===== config.mk =====
export PLATFORM = sky130hd
export DESIGN_NAME = bird_hit_ctrl
export DESIGN_NICKNAME = d
export VERILOG_FILES = /design/src/rtl/bird_hit_ctrl.sv
export SDC_FILE = /design/constraint.sdc
export NUM_CORES = 1
export LEC_CHECK = 0
export ABC_CLOCK_PERIOD_IN_PS = 4740
export CAP_MARGIN = 20
export CORE_MARGIN = 2
export CORE_UTILIZATION = 40
export DETAILED_ROUTE_END_ITERATION = 10
export GPL_TIMING_DRIVEN = 0
export PLACE_DENSITY_LB_ADDON = 0.2
export SETUP_SLACK_MARGIN = 0.2
export SLEW_MARGIN = 40
export SYNTH_ARGS = -nofsm -noshare
export SYNTH_HDL_FRONTEND = slang
export SYNTH_SLANG_ARGS = --single-unit

===== constraint.sdc =====
create_clock -name clk -period 4.74 [get_ports clk]
set_input_delay 0.474 -clock clk [delete_from_list [all_inputs] [get_ports clk]]
set_output_delay 0.474 -clock clk [all_outputs]
set_load 0.05 [all_outputs]

===== src/rtl/bird_hit_ctrl.sv =====
// rtl/bird_hit_ctrl.sv - per-bird hit, flash and life controller for the bird sprite
module bird_hit_ctrl #(
    parameter int HIT_POINTS       = 3,
    parameter int FLASH_FRAMES     = 8,
    parameter int WING_HALF_FRAMES = 6
) (
    input  logic       clk,
    input  logic       reset,
    input  logic       startOfFrame,
    input  logic       birdDrawingRequest,
    input  logic       shotDrawingRequest,
    input  logic       respawn,
    output logic       flash,
    output logic       alive,
    output logic       duty50,
    output logic       birdHit,
    output logic       birdKilled,
    output logic [3:0] hitsLeft
);

    typedef enum logic [1:0] {
        ST_ALIVE    = 2'd0,
        ST_FLASHING = 2'd1,
        ST_DEAD     = 2'd2
    } state_t;

    localparam logic [3:0] HP_LOAD    = 4'(HIT_POINTS);
    localparam logic [7:0] FLASH_LOAD = 8'(FLASH_FRAMES);
    localparam logic [7:0] WING_LAST  = 8'(WING_HALF_FRAMES - 1);

    state_t     r_state;
    logic       r_col_flag;
    logic [7:0] r_flash_cnt;
    logic [7:0] r_wing_cnt;

    logic w_coinc;
    logic w_respawn_ok;

    assign w_coinc      = birdDrawingRequest && shotDrawingRequest;
    assign w_respawn_ok = respawn && (r_state == ST_DEAD);

    always_ff @(posedge clk or posedge reset) begin
        if (reset) begin
            r_state     <= ST_ALIVE;
            r_col_flag  <= 1'b0;
            r_flash_cnt <= 8'd0;
            r_wing_cnt  <= 8'd0;
            hitsLeft    <= HP_LOAD;
            flash       <= 1'b0;
            alive       <= 1'b1;
            duty50      <= 1'b0;
            birdHit     <= 1'b0;
            birdKilled  <= 1'b0;
        end else begin
            birdHit    <= 1'b0;
            birdKilled <= 1'b0;
            if (w_respawn_ok) begin
                // Revival takes priority over a coincident frame evaluation.
                r_state     <= ST_ALIVE;
                r_col_flag  <= 1'b0;
                r_flash_cnt <= 8'd0;
                r_wing_cnt  <= 8'd0;
                hitsLeft    <= HP_LOAD;
                flash       <= 1'b0;
                alive       <= 1'b1;
                duty50      <= 1'b0;
            end else if (startOfFrame) begin
                // The flag restarts for the new frame; a coincidence right now belongs to it.
                r_col_flag <= w_coinc;
                if (r_state != ST_DEAD) begin
                    if (r_wing_cnt == WING_LAST) begin
                        r_wing_cnt <= 8'd0;
                        duty50     <= ~duty50;
                    end else begin
                        r_wing_cnt <= r_wing_cnt + 8'd1;
                    end
                end
                case (r_state)
                    ST_ALIVE: begin
                        if (r_col_flag) begin
                            birdHit <= 1'b1;
                            if (hitsLeft > 4'd1) begin
                                hitsLeft    <= hitsLeft - 4'd1;
                                r_flash_cnt <= FLASH_LOAD;
                                r_state     <= ST_FLASHING;
                                flash       <= 1'b1;
                            end else begin
                                hitsLeft   <= 4'd0;
                                birdKilled <= 1'b1;
                                r_state    <= ST_DEAD;
                                alive      <= 1'b0;
                            end
                        end
                    end
                    ST_FLASHING: begin
                        r_flash_cnt <= r_flash_cnt - 8'd1;
                        if (r_flash_cnt <= 8'd1) begin
                            r_state <= ST_ALIVE;
                            flash   <= 1'b0;
                        end
                    end
                    default: ;
                endcase
            end else if (w_coinc) begin
                r_col_flag <= 1'b1;
            end
        end
    end

endmodule


==> impl_metrics.ini <==
[status]
status = completed

[synth]
synth.top_cell.area_share_pct = 39.65
ys_warn_count = 0
synth.ff_latch_count = 28
synth_edf_count = 0
synthCells = 167
synth_commonest_cells = 25 x dfrtp_1, 13 x a21oi_1, 13 x nand2_1
ys.flop_type = dfrtp_1
yosysMostFrequentCell = dfrtp_1
synth_nets = 179
async_reset_ff_share_pct = 100.0
syn_avg_cell_area_um2 = 9.448
yosys.area.top_type = dfrtp_1
ys_seq_area_share_pct = 44.65
synth_area_leaders = dfrtp_1 40%, dfstp_2 5.0%, ha_1 4.8%, a21oi_1 4.1%, or3_1 4.0%
synth_area_um2 = 1578
synth_cell_types = 44

[placement]
gp_congestion = 0.8315
placed_cell_area_um2 = 1778
dp_hpwl_um = 2409
portBuffers = 14

[route]
finalWirelength_um = 3278
viasPerCell = 5.481
wl_per_cell_um = 14.07
drtIter0Drc = 38
vias = 1277
final_antenna_net_count = 0
drtPass1Iterations = 4
drc = 0

[clock_tree]
cts_buffer_depth = 2
clock_sinks = 28
root_buffer = clkbuf_8
cts_buffers = 3
cts_resized = 0
clkSlewWorstSetupHoldPaths_ps = 100
cts_tree = yes
clock_latency_ps = 270
cts_hold_buf = 0
h-tree-depth = 1
cts_setup_buffers = 0

[timing]
layout_worst_path_cycle_share_pct = 45.86
grt_setup_unrepaired = no
fin_tns_setup_ps = 0
slew_violations = 0
period_needed_ps = 2174
tightest_slew_ps = 689.3
setup_viol = 0
maxSlewHeadroom_pct = 53.56
finalHoldViolations = 0
clock_skew_ps = 7.944
fmax_ghz = 0.4600
hold_ws_ps = 489.1

[setup_path]
path_buf_inv = 1
arrival_ps = 1700
cp_max_fo = 6
crit_type = flop to output port
cp-start-kind = flop
crit_path_end_kind = output port
cp_top_family = buffers and inverters
cpPeakStageDelay_ps = 820
path_cells = clkdlybuf4s50_1
critical_path_required_ps = 4270
slowest_stage = clkdlybuf4s50_1

[flow_run]
drv_cap = 0

[layout]
antenna_cells = 0
layout-drive-gt1-share_pct = 11.89
final_core_util_pct = 49.46
multi_input_area_um2 = 802.0
area_growth_pct = 16.49
nets = 198
nFillCells = 356
stdcell_area_um2 = 1838
seqCellArea_um2 = 704.4

[floorplanning]
dieArea_um2 = 4463
die_w_um = 66.81
ios = 15
die_h_um = 66.81
num_rows = 22
core_area_um2 = 3716
start_util_pct = 42.46

[power_and_ir_drop]
powerDensity_nw_per_um2 = 288.1
peakVddDrop_uv = 183.7
leakage_nw = 0.7900

[grt]
grt_pass1_vias = 1336
globalRouteMet1Util_pct = 24.33
grt_busiest_layer = met2
antenna_found_initial = 0
overflow = 0
grt_start_max_net_pins = 29
grt.total_usage_pct = 17.67
met2_usage_pct = 28.75
grt_pass1_wl_um = 6044
grtUsageMet3_pct = 2.534

[min_path]
holdCritPathClass = flop to flop
[stage by stage]
step           instances  total power, mW  worst slack, ps
2_1_floorplan        167           0.3542             2743
3_3_place_gp         229           0.3816             2329
3_5_place_dp         229           0.3863             2276
4_1_cts              233           0.5333             2494
5_1_grt              233           0.5620             2501
6_report             233           0.5296             2566
[metal layers]
layer / vias to the layer above / wire length [µm]
li1: 647 / -
met1: 611 / 1697
met2: 17 / 1480
met3: 2 / 76
met4: 0 / 23
met5: - / 0
[power by group]
part / switching [mW] / internal [mW]
Clock: 0.0743 / 0.0744
Combinational: 0.0509 / 0.0394
Sequential: 0.0283 / 0.262
[cell families after synthesis]
| kind of cell | synth area share (%) |
|---|---|
| compound gates | 19.03 |
| fa+ha+maj | 4.758 |
| buf+inv | 4.837 |
| flops | 44.65 |
| mux | 3.172 |
| simple gates | 23.55 |
[worst min-delay path: stages (launching register included)]
cell	delay (ps)
dfstp_2	380
o21ai_0	60
nand2_1	50
[registers in the layout, summed over array words and instances, names as in the netlist]
name,flops
alive,1
birdHit,1
birdKilled,1
duty50,1
flash,1
hitsLeft,4
r_col_flag,1
r_flash_cnt,8
r_state,2
r_wing_cnt,8
[path summary, 6_finish.rpt]
kind / cells after the start / endpoint / slack, ps / from
max: 1 / hitsLeft[0] / 2570 / hitsLeft[0]
min: 2 / alive / 490 / alive
max reg2reg: 6 / r_flash_cnt[1] / 2700 / hitsLeft[0]
min reg2reg: 2 / alive / 490 / alive
max in group asynchronous: 2 / r_flash_cnt[0] / 3780 / reset
min in group asynchronous: 2 / duty50 / 580 / reset
[cell type report]
class,instances,area share (%)
multi-input cells,121,43.64
flip-flops and latches,28,38.33
repair buffers,14,7.624
well taps,48,3.268
clock buffers,4,2.995
inverters,12,2.451
plain buffers,6,1.702
[placed cells by master (no fill, tap or decap), types with 2 or more instances in the layout]
master	n
nand2b_1	3
clkdlybuf4s50_1	14
dfstp_2	3
mux2i_1	5
clkbuf_8	4
nand3_1	11
or3_1	10
or4_4	2
nor2_1	9
o211ai_1	2
inv_2	2
a21oi_1	13
a21oi_2	2
inv_1	10
a22o_1	2
and4_1	2
o21ai_0	10
nor3_1	3
nand2_1	13
nand3b_1	7
buf_2	3
dfrtp_1	25
ha_1	6
(Power assumes the default switching activity.)
